--- src/rtl/multicycle_cpu.sv ---
`default_nettype none
// ============================================================================
// Module   : multicycle_cpu
// Brief    : 16-bit-ISA multi-cycle core with req/ready memory ports and halt.
// Revision : 1.0 - initial release
// ============================================================================
module multicycle_cpu #(
    parameter int DATA_W = 16,
    parameter int PC_W   = 9
) (
    input  logic              clk,
    input  logic              rst_n,
    output logic              imem_req,
    output logic [PC_W-1:0]   imem_addr,
    input  logic              imem_ready,
    input  logic [15:0]       imem_rdata,
    output logic              dmem_req,
    output logic              dmem_we,
    output logic [DATA_W-1:0] dmem_addr,
    output logic [DATA_W-1:0] dmem_wdata,
    input  logic              dmem_ready,
    input  logic [DATA_W-1:0] dmem_rdata,
    output logic [PC_W-1:0]   pc_out,
    output logic [DATA_W-1:0] alu_out,
    output logic              retire,
    output logic              ovf,
    output logic              halted
);
    typedef enum logic [2:0] {
        S_FETCH  = 3'd0,
        S_DECODE = 3'd1,
        S_EXEC   = 3'd2,
        S_MEM    = 3'd3,
        S_WB     = 3'd4,
        S_HALT   = 3'd5
    } state_t;

    localparam logic [3:0] c_OP_ADD  = 4'd0;
    localparam logic [3:0] c_OP_SUB  = 4'd1;
    localparam logic [3:0] c_OP_AND  = 4'd2;
    localparam logic [3:0] c_OP_OR   = 4'd3;
    localparam logic [3:0] c_OP_XOR  = 4'd4;
    localparam logic [3:0] c_OP_ADDI = 4'd5;
    localparam logic [3:0] c_OP_LW   = 4'd6;
    localparam logic [3:0] c_OP_SW   = 4'd7;
    localparam logic [3:0] c_OP_BEQ  = 4'd8;
    localparam logic [3:0] c_OP_HALT = 4'd15;
    localparam int         c_MSB     = DATA_W - 1;

    state_t              r_state;
    state_t              w_next;
    logic [PC_W-1:0]     r_pc;
    logic [15:0]         r_ir;
    logic [DATA_W-1:0]   r_rf [8];
    logic [DATA_W-1:0]   r_op_a;
    logic [DATA_W-1:0]   r_op_b;
    logic [DATA_W-1:0]   r_op_d;
    logic [DATA_W-1:0]   r_alu;
    logic [DATA_W-1:0]   r_load;
    logic                r_ovf;
    logic                r_imem_req;
    logic                r_dmem_req;
    logic                r_dmem_we;

    logic [3:0]          w_opcode;
    logic [2:0]          w_rd;
    logic [2:0]          w_rs1;
    logic [2:0]          w_rs2;
    logic [DATA_W-1:0]   w_imm;
    logic [PC_W-1:0]     w_imm_pc;
    logic [DATA_W-1:0]   w_add;
    logic [DATA_W-1:0]   w_sub;
    logic [DATA_W-1:0]   w_addi;
    logic [DATA_W-1:0]   w_alu;
    logic                w_ovf_now;
    logic                w_is_alu;
    logic                w_is_mem;
    logic                w_imem_acc;
    logic                w_dmem_acc;
    logic                w_retire;
    logic                w_take_br;
    logic [PC_W-1:0]     w_pc_next;

    assign w_opcode   = r_ir[15:12];
    assign w_rd       = r_ir[11:9];
    assign w_rs1      = r_ir[8:6];
    assign w_rs2      = r_ir[5:3];
    assign w_imm      = DATA_W'($signed(r_ir[5:0]));
    assign w_imm_pc   = PC_W'($signed(r_ir[5:0]));
    assign w_add      = r_op_a + r_op_b;
    assign w_sub      = r_op_a - r_op_b;
    assign w_addi     = r_op_a + w_imm;
    assign w_is_alu   = (w_opcode <= c_OP_ADDI);
    assign w_is_mem   = (w_opcode == c_OP_LW) || (w_opcode == c_OP_SW);
    assign w_imem_acc = r_imem_req && imem_ready;
    assign w_dmem_acc = r_dmem_req && dmem_ready;
    assign w_take_br  = (r_state == S_EXEC) && (w_opcode == c_OP_BEQ) && (r_op_d == r_op_a);
    assign w_pc_next  = w_take_br ? (r_pc + PC_W'(1) + w_imm_pc) : (r_pc + PC_W'(1));

    // Memory ops reuse the ALU adder for the effective address.
    always_comb begin
        w_alu     = '0;
        w_ovf_now = 1'b0;
        case (w_opcode)
            c_OP_ADD: begin
                w_alu     = w_add;
                w_ovf_now = (r_op_a[c_MSB] == r_op_b[c_MSB]) && (w_add[c_MSB] != r_op_a[c_MSB]);
            end
            c_OP_SUB: begin
                w_alu     = w_sub;
                w_ovf_now = (r_op_a[c_MSB] != r_op_b[c_MSB]) && (w_sub[c_MSB] != r_op_a[c_MSB]);
            end
            c_OP_AND: w_alu = r_op_a & r_op_b;
            c_OP_OR:  w_alu = r_op_a | r_op_b;
            c_OP_XOR: w_alu = r_op_a ^ r_op_b;
            c_OP_ADDI: begin
                w_alu     = w_addi;
                w_ovf_now = (r_op_a[c_MSB] == w_imm[c_MSB]) && (w_addi[c_MSB] != r_op_a[c_MSB]);
            end
            c_OP_LW, c_OP_SW: w_alu = w_addi;
            default: w_alu = '0;
        endcase
    end

    always_comb begin
        w_next   = r_state;
        w_retire = 1'b0;
        case (r_state)
            S_FETCH:  if (w_imem_acc) w_next = S_DECODE;
            S_DECODE: w_next = (w_opcode == c_OP_HALT) ? S_HALT : S_EXEC;
            S_EXEC: begin
                if (w_is_mem) begin
                    w_next = S_MEM;
                end else if (w_is_alu) begin
                    w_next = S_WB;
                end else begin
                    w_next   = S_FETCH;
                    w_retire = 1'b1;
                end
            end
            S_MEM: begin
                if (w_dmem_acc) begin
                    if (w_opcode == c_OP_LW) begin
                        w_next = S_WB;
                    end else begin
                        w_next   = S_FETCH;
                        w_retire = 1'b1;
                    end
                end
            end
            S_WB: begin
                w_next   = S_FETCH;
                w_retire = 1'b1;
            end
            S_HALT:  w_next = S_HALT;
            default: w_next = S_FETCH;
        endcase
    end

    // Requests are registered from the next state so they rise one edge after reset.
    always_ff @(posedge clk or negedge rst_n) begin
        if (!rst_n) begin
            r_state    <= S_FETCH;
            r_pc       <= '0;
            r_ir       <= '0;
            r_op_a     <= '0;
            r_op_b     <= '0;
            r_op_d     <= '0;
            r_alu      <= '0;
            r_load     <= '0;
            r_ovf      <= 1'b0;
            r_imem_req <= 1'b0;
            r_dmem_req <= 1'b0;
            r_dmem_we  <= 1'b0;
            for (int i = 0; i < 8; i++) r_rf[i] <= '0;
        end else begin
            r_state    <= w_next;
            r_imem_req <= (w_next == S_FETCH);
            r_dmem_req <= (w_next == S_MEM);
            r_dmem_we  <= (w_next == S_MEM) && (w_opcode == c_OP_SW);
            if (r_state == S_FETCH && w_imem_acc) r_ir <= imem_rdata;
            if (r_state == S_DECODE) begin
                r_op_a <= r_rf[w_rs1];
                r_op_b <= r_rf[w_rs2];
                r_op_d <= r_rf[w_rd];
            end
            if (r_state == S_EXEC) begin
                r_alu <= w_alu;
                if (w_ovf_now) r_ovf <= 1'b1;
            end
            if (r_state == S_MEM && w_dmem_acc) r_load <= dmem_rdata;
            if (r_state == S_WB && w_rd != 3'd0)
                r_rf[w_rd] <= (w_opcode == c_OP_LW) ? r_load : r_alu;
            if (w_retire) r_pc <= w_pc_next;
        end
    end

    assign imem_req   = r_imem_req;
    assign imem_addr  = r_pc;
    assign dmem_req   = r_dmem_req;
    assign dmem_we    = r_dmem_we;
    assign dmem_addr  = r_alu;
    assign dmem_wdata = r_op_d;
    assign pc_out     = r_pc;
    assign alu_out    = r_alu;
    assign retire     = w_retire;
    assign ovf        = r_ovf;
    assign halted     = (r_state == S_HALT);

endmodule
`default_nettype wire
--- config.mk ---
export PLATFORM = sky130hd
export DESIGN_NAME = multicycle_cpu
export DESIGN_NICKNAME = d
export VERILOG_FILES = /design/src/rtl/multicycle_cpu.sv
export SDC_FILE = /design/constraint.sdc
export NUM_CORES = 1
export LEC_CHECK = 0
export ABC_CLOCK_PERIOD_IN_PS = 4600
export CORE_MARGIN = 2
export CORE_UTILIZATION = 60
export DETAILED_ROUTE_END_ITERATION = 10
export PLACE_DENSITY = 0.9
export REMOVE_ABC_BUFFERS = 1
export SYNTH_ARGS = -nofsm -noshare
export SYNTH_HDL_FRONTEND = slang
export SYNTH_SLANG_ARGS = --single-unit
--- constraint.sdc ---
create_clock -name clk -period 4.6 [get_ports clk]
set_clock_uncertainty 0.15 [all_clocks]
set_input_delay 0.46 -clock clk [delete_from_list [all_inputs] [get_ports clk]]
set_output_delay 0.46 -clock clk [all_outputs]
set_load 0.1 [all_outputs]
==> metrics, run 1 <==
crit-path max FO 19; reg2reg path depth 4; Post-synth EDFFs 0; Mean Syn Cell Area approximately 9.8 µm²; Initial Util 0.615; Hold Path Class reg -> reg; launch point of the worst reg-to-reg path r_ir[11]; CTS tree yes; top-count cell post-synth dfrtp_1; CP Capture Type output port; Pins Over Slew Limit 0; die area ~27000 µm²; # diodes 0; Synth async-reset ratio 1.00; final wirelength 49000 µm; Clock transition at path regs 0.07 ns; synthesized flop and latch total 240; layout filler cell count roughly 1700; RePlAce Congestion between 0.9 and 1; Synth area leaders dfrtp_1, mux4_2, ha_1; Sink Count 240; Cells after Synth ~1600; synth warn 0; hpwl dp between 30000 and 40000 µm; # placed instances roughly 1900; # IOs between 100 and 150; Post-synth top cells dfrtp_1, nand2_1, o21ai_0; largest net degree at the start of global routing 127; post-synth design cell area around 16000 µm²; highest clock rate between 0.2 and 0.3 GHz; Setup Fix Bufs, Post-CTS 0; Critical Path AT 3.09 ns; port bufs about 110; Rel. slew slack 0.0886; Layout area overhead 12.9%; Hold EP r_rf[125]; Total GRT Usage 0.368; number of global-route vias before repair 14000; Vias per Instance just over 7; post-route cell area 17600 µm²; global-route wire length before repair 76400 µm; Congestion Overflow GR 0; drc violations 0; synth unique cells between 80 and 90; total of max-cap violations 0; Reg2Reg Setup Slack between 1 and 1.5 ns; status finished, final reports clean; RR Endpoint r_rf[7]; min Tclk post-route between 3 and 4 ns; die height ~170 µm; Die X-Extent 165 µm; Reg area approximately 6000 µm²; Hold Path Stages 0; most used flip-flop cell after synthesis dfrtp_1; dpl cell area around 17000 µm²; min-delay src r_rf[125]; Final Util 0.694; dominant cell type by area after synthesis dfrtp_1; Root Driver clkbuf_16; DRT iter0 DRCs about 2000; CP startpoint kind register; top cell type's share of synthesized area 0.386; setup violators final 0; sequential share of the synthesized area 0.386; CTS Buf Count 26; CORE AREA ~25000 µm²; fraction of layout cells with a size suffix above 1 0.135; DRT Pass-1 Iters 7; Hold Fails Final Rpt 0; worst-margin pin slew roughly 1.4 ns; CP Class reg -> out; post-CTS resize count 0; Routed WL per cell ~25 µm; clock tree buffer depth 3; CP Data Required Time 3.99 ns; multi-input logic area 8710 µm²; via count approximately 14000; H-tree Lvls 1; RSZ-0062 raised after global routing no; initial antenna violation count 1; final std cells w/o fill between 1500 and 2000; post-route ant nets 0; TNS Setup 0 ns; Total Nets Final approximately 1700; period utilisation layout 0.804; FP Rows between 50 and 60; Worst-Skew Late Latency around 0.55 ns
## layout by cell type, fill, tap and decap left out, types with 8 or more instances in the layout
master and instances:
a21o_1 13, a21oi_1 128, a221oi_1 23, a22o_1 11, a22oi_1 15, a31oi_1 9, buf_4 29, clkbuf_16 27
clkdlybuf4s50_1 105, dfrtp_1 237, ha_1 72, inv_1 55, mux2_2 50, mux2i_1 63, mux4_2 70, nand2_1 157
nand2b_1 17, nand3_1 15, nor2_1 119, nor2b_1 12, nor3_1 22, o211ai_1 8, o21ai_0 151, o21ai_1 8
xnor2_1 38, xor2_1 13
## worst max path at each step
stage	start	end	slack, ns	depth (start not counted)
detailed placement	r_op_a[1]	ovf	1.36	10
CTS	r_ir[15]	retire	0.98	5
finish	r_ir[15]	retire	0.90	5
global placement	r_op_a[1]	ovf	1.45	10
global route	r_ir[15]	retire	0.84	5
floorplan	r_state[0]	dmem_wdata[10]	-0.19	5
## metrics by stage
step,setup slack [ns],hold WS (ns)
floorplan,-0.193,0.0144
global placement,1.45,0.249
detailed placement,1.36,0.256
CTS,0.976,0.272
global route,0.841,0.293
finish,0.902,0.276
## routing by layer
layer / share of wire / wire, µm / GRT usage / up-vias
met5: 0.00012 / 6 / 0 / -
met4: 0.063 / 3080 / 0.211 / 2
met3: 0.13 / 6130 / 0.0929 / 298
met2: 0.47 / 22800 / 0.586 / 1131
met1: 0.35 / 17000 / 0.459 / 6604
li1: - / - / - / 5756
## critical path, cell delays in order (launching register included)
cell,delay (ns)
dfrtp_1,0.62
nand2b_1,0.40
nor2_2,0.23
buf_4,0.27
o22ai_2,0.75
buf_12,0.26
## what timing repair did
item	in CTS	in global routing
hold endpoints to repair	124	0
setup endpoints to repair	0	0
hold buffers	1	0
## state kept, by name, indices dropped and copies added (netlist names)
| signal | count |
|---|---|
| dmem_we | 1 |
| dmem_req | 1 |
| r_op_a | 16 |
| r_state | 3 |
| alu_out | 16 |
| r_rf | 128 |
| r_ir | 16 |
| imem_req | 1 |
| ovf | 1 |
| imem_addr | 9 |
| r_load | 16 |
| dmem_wdata | 16 |
| r_op_b | 16 |
## logic make-up (layout without fill, tap and decap cells)
group                    after synthesis  count (layout)  share of synthesized area
AO/OA/AOI/OAI                        433             433                      0.172
XOR/XNOR                              51              51                     0.0287
adder cells (fa/ha/maj)               76              76                     0.0630
buffers and inverters                200             241                     0.0567
flip-flops                           240             240                      0.386
multiplexers                         183             183                      0.178
AND/OR/NAND/NOR                      398             398                      0.116
## layout make-up
cell class | instances | share of cell area
multi-input cells | 1141 | 0.496
well taps | 330 | 0.0235
clock inverters | 9 | 0.00620
repair buffers | 138 | 0.0759
inverters | 57 | 0.0122
clock buffers | 37 | 0.0446
flip-flops and latches | 240 | 0.342
Power of run 1 is not shown: default switching activity piles up to over one toggle a cycle in this logic, so the estimate is an artifact.
==> run 2, diff against run 1 <==
--- a/config.mk
+++ b/config.mk
@@ -5,7 +5,7 @@
 export SDC_FILE = /design/constraint.sdc
 export NUM_CORES = 1
 export LEC_CHECK = 0
-export ABC_CLOCK_PERIOD_IN_PS = 4600
+export ABC_CLOCK_PERIOD_IN_PS = 3700
 export CORE_MARGIN = 2
 export CORE_UTILIZATION = 60
 export DETAILED_ROUTE_END_ITERATION = 10
==> constraint.sdc (replaced) <==
create_clock -name clk -period 3.7 [get_ports clk]
set_clock_uncertainty 0.15 [all_clocks]
set_input_delay 0.37 -clock clk [delete_from_list [all_inputs] [get_ports clk]]
set_output_delay 0.37 -clock clk [all_outputs]
set_load 0.1 [all_outputs]
==> metrics, run 2 (synthesis results as in run 1) <==
layout filler cell count 1704 (+1.1%); period utilisation layout 0.922; Clock transition at path regs 0.06 ns (about the same); setup ws final 0.287 ns (-0.615 ns); Total Nets Final 1744 (+1.6%); Routed WL per cell 24.6 µm (-1.9%); Die X-Extent 165 µm (unchanged); Reg area 6010 µm² (about the same); Final Util 0.700 (+0.00672); port bufs 107 (unchanged); RePlAce Congestion 0.991 (+1.9%); status finished, final reports clean; worst-margin pin slew 1.01 ns (-0.351 ns); most frequent cells in the layout dfrtp_1, nand2_1, o21ai_0; CORE AREA 25300 µm² (unchanged); CP Class reg -> out; Pins Over Slew Limit 0 (unchanged); initial antenna violation count 0 (-1); RSZ-0062 raised after global routing no; CTS Buf Count 26 (unchanged); most common cell after layout, fill and taps aside dfrtp_1; clock tree buffer depth 3 (unchanged); Congestion Overflow GR 0 (unchanged); crit-path max FO 19 (unchanged); multi-input logic area 8700 µm² (about the same); post-route ant nets 0 (unchanged); Hold Path Class reg -> reg; die area 27200 µm² (unchanged); DRT Pass-1 Iters 8 (+1); Initial Util 0.615 (unchanged); Min Hold Slack 0.274 ns (-0.00254 ns); min Tclk post-route 3.41 ns; crit-path max cell delay 0.77 ns (+0.02 ns); Vias per Instance 6.86 (-2.9%); Hold Fails Final Rpt 0 (unchanged); global-route wire length before repair 76200 µm (-0.26%); pre-CTS WS 0.385 ns (-0.979 ns); CP Data Required Time 3.18 ns (-0.81 ns); Top reg by flops r_rf; Setup Fix Bufs, Post-CTS 0 (unchanged); CP startpoint kind register; Sink Count 240 (unchanged); Worst-Skew Late Latency 0.55 ns (about the same); hpwl dp 34000 µm (+4.6%); final wirelength 48900 µm (-0.32%); Root Driver clkbuf_16; CP Capture Type output port; Layout area overhead 14.0%; Rel. slew slack 0.325 (+0.236); Cell Chain, Critical Path buf_4, nand2b_1, nor2_2, o22ai_2, buf_12; setup violators final 0 (unchanged); FP Rows 58 (unchanged); drc violations 0 (unchanged); via count 13600 (-1.3%); CTS tree yes; Total GRT Usage 0.365 (-0.00250); slowest stage cell, crit path nor2_2; largest net degree at the start of global routing 107 (-16%); highest clock rate a little under 0.3 GHz; final std cells w/o fill 1983 (+1.6%); # placed instances 1933 (+1.5%); DRT iter0 DRCs 1781 (-9.7%); Critical Path AT 2.89 ns (-0.20 ns); # IOs 108 (unchanged); die height 165 µm (unchanged); fraction of layout cells with a size suffix above 1 0.148 (+0.0133); H-tree Lvls 1 (unchanged); max reg flops 128 (unchanged); number of global-route vias before repair 13800 (-1.3%); total of max-cap violations 0 (unchanged)
run 2: cell count changes in the layout (fill, tap and decap cells not counted), moves of 3 or more:
cell      previous run  this run
clkbuf_1             3         6
buf_4               29        57
clkinv_2             3         6
clkbuf_8             7         4
run 2: through the flow:
stage                     TNS (ns)  area, µm²
final                            0      17700
after CTS                        0      17700
after global routing             0      17700
after floorplan             -30.11      14900
after detailed placement         0      16900
after global placement           0      16900
run 2: timing repair:
action                                  CTS  global route
hold endpoints to repair                103             0
endpoints found under the setup margin    0             0
hold buffers                              1             0
gates resized for setup                   0             0
run 2: final timing paths:
kind	endpoint	cells past startpoint	slack, ns	start
setup / recovery	retire	5	0.29	r_ir[12]
hold / removal	r_rf[122]	0	0.27	r_rf[122]
setup reg to reg	ovf	10	0.34	r_op_a[1]
hold reg to reg	r_rf[122]	0	0.27	r_rf[122]
max in group asynchronous	r_op_b[11]	3	2.16	rst_n
min in group asynchronous	r_rf[82]	2	0.34	rst_n
run 2: cell type report:
cell class,instances,share of cell area
well taps,330,0.0233
multi-input cells,1141,0.491
clock inverters,11,0.00522
repair buffers,166,0.0876
inverters,57,0.0121
flip-flops and latches,240,0.339
clock buffers,37,0.0425
diodes,1,0.000141
run 2: critical path: cells and delay by family, from the launching register on:
kind,cells,cell delay [ns]
flops,1,0.36
compound gates,1,0.52
buf+inv,2,0.50
simple gates,2,0.97
run 2: metal layers:
metal / up-vias / routed length, µm / GRT usage
li1: 5788 / - / -
met1: 6606 / 17800 / 0.472
met2: 990 / 23100 / 0.589
met3: 222 / 5420 / 0.0732
met4: 0 / 2580 / 0.187
met5: - / 0 / 0
Power of run 2 is left out for the same reason.
==> variant (config.mk and constraints of run 2) <==
Change the parameter `PC_W` from 9 to 7.
--- a/src/rtl/multicycle_cpu.sv
+++ b/src/rtl/multicycle_cpu.sv
@@ -8,3 +8,3 @@
     parameter int DATA_W = 16,
-    parameter int PC_W   = 9
+    parameter int PC_W   = 7
 ) (
Ports: changed (resized imem_addr and pc_out); port bits go from 108 to 104. The function was not compared with the original's and may differ.
==> variant against run 2 <==
Wire length shrank 2.1%; via count shrank 2.1%; global-route usage shrank 0.32 points; synthesized cell count shrank 1.6%; cell count shrank 2.2%; area after synthesis shrank 0.49%; design area shrank 1.2%; maximum frequency grew 9.4%; sequential cell count shrank 2; worst setup slack gained 290 ps.
Power is left out: the tool's default activity adds up to more than one toggle a clock period on the data nets, which glitch-free logic cannot reach.
==> variant: results <==
group,metric,value,unit
outcome,status,"completed",
final_layout,nNetsFinal,1700,
setup_path,cp_slowest_cell,"dfrtp_1",
setup_path,worstRegToRegCells,11,
routing,routed-wl-met2,22.30,mm
routing,wirelength,47.84,mm
timing,worst_hold_slack,271.6,ps
place,gp_congestion,0.9533,
hold_path,min_path_type,"in -> async",
yosys,synth_warnings,0,
setup_path,rr_startpoint,"imem_addr[0]",
final_layout,fillCellCount,1766,
grt,grt_pass1_wl,74.98,mm
routing,detailedRoute.firstIterationViolations,1801,
place,port_buffers,103,
place,hpwl,31.98,mm
routing,wl_met3,5.418,mm
routing,top_layer_used,"met4",
grt,grt_pass1_vias,13640,
yosys,synth.distinct_cells,80,
grt,grt.total_usage,36.21,%
yosys,yosys-top-cells-area,"dfrtp_1 (38%), mux4_2 (10%), ha_1 (5.7%)",
routing,wl_met1,17.24,mm
final_layout,antenna_cells,0,
setup_path,crit_arrival,2600,ps
clock_tree,cts_max_path_buffers,3,
final_layout,drive_above_1_share,15.16,%
yosys,yosysSeqAreaShare,38.45,%
routing,via_per_inst,6.866,
timing,slew_headroom,29.69,%
setup_path,cp_max_fo,16,
final_layout,largest_reg_flops,128,
setup_path,ff2ff_setup_slack,610,ps
setup_path,r2r_end,"imem_addr[6]",
yosys,synth_common_cells,"dfrtp_1 (238), nand2_1 (169), o21ai_0 (156)",
yosys,async_flop_share,100.0,%
yosys,synth_edf_count,0,
setup_path,max_stage_delay,640,ps
grt,grt_max_degree,101,
==> variant: cell types whose count changed in the layout (fill, tap and decap cells not counted), moves of 6 or more <==
cell / run 2 / this run
a211oi_1: 6 / 13
a21oi_1: 128 / 118
a221oi_1: 23 / 14
buf_4: 57 / 40
mux2i_1: 63 / 78
nand2_1: 157 / 169
nand2b_1: 17 / 7
nor2_1: 119 / 107
nor3_1: 23 / 11
o21a_1: 7 / 1
or3_1: 7 / 0
==> variant: how the worst max path moves through the flow <==
stage	from	end	cells after the start
floorplan	dmem_req	imem_addr[0]	5
global placement	imem_addr[0]	imem_addr[6]	11
detailed placement	imem_addr[0]	imem_addr[6]	11
CTS	imem_addr[0]	imem_addr[6]	11
global route	imem_addr[0]	imem_addr[6]	11
finish	r_ir[13]	retire	5
==> variant: critical path, delay by kind of cell (launching register included) <==
kind / cells / cell delay (ps)
flops: 1 / 640
simple gates: 2 / 810
buf+inv: 2 / 400
compound gates: 1 / 190
==> variant: kinds of logic after synthesis <==
family / count (synthesis) / synth area share, %
AOI/OAI and AO/OA: 428 / 17.25
and+or+nand+nor: 379 / 10.84
DFF: 238 / 38.45
buffers and inverters: 194 / 6.018
muxes: 194 / 18.56
adders and majority gates: 74 / 6.171
xor gates and xnor gates: 48 / 2.714
==> variant: metal layers <==
metal  global-route usage [%]  vias up
met5                        0        -
met2                    57.32     1007
li1                         -     5682
met3                    7.735      258
met1                    46.39     6373
met4                    20.87        0
==> variant: cell type report <==
type                            instances  area, sq um  area share, %
Timing Repair Buffer                  146         1406          8.022
Inverter                               55        206.4          1.178
Sequential cell                       238         5961          34.00
Clock inverter                         15        190.2          1.085
Multi-Input combinational cell       1123         8616          49.15
Tap cell                              330        412.9          2.355
Clock buffer                           33        738.2          4.211
==> variant: through the flow <==
step / setup slack [ps] / TNS [ps] / utilization, % / instance area, sq um / std cells
after global placement: 804.0 / 0 / 65.70 / 16590 / 1891
after global routing: 423.4 / 0 / 69.42 / 17530 / 1940
after detailed placement: 677.1 / 0 / 65.70 / 16590 / 1891
after floorplan: -934.4 / -20700 / - / 14760 / 1416
final: 579.6 / 0 / 69.42 / 17530 / 1940
after CTS: 632.2 / 0 / 69.42 / 17530 / 1940
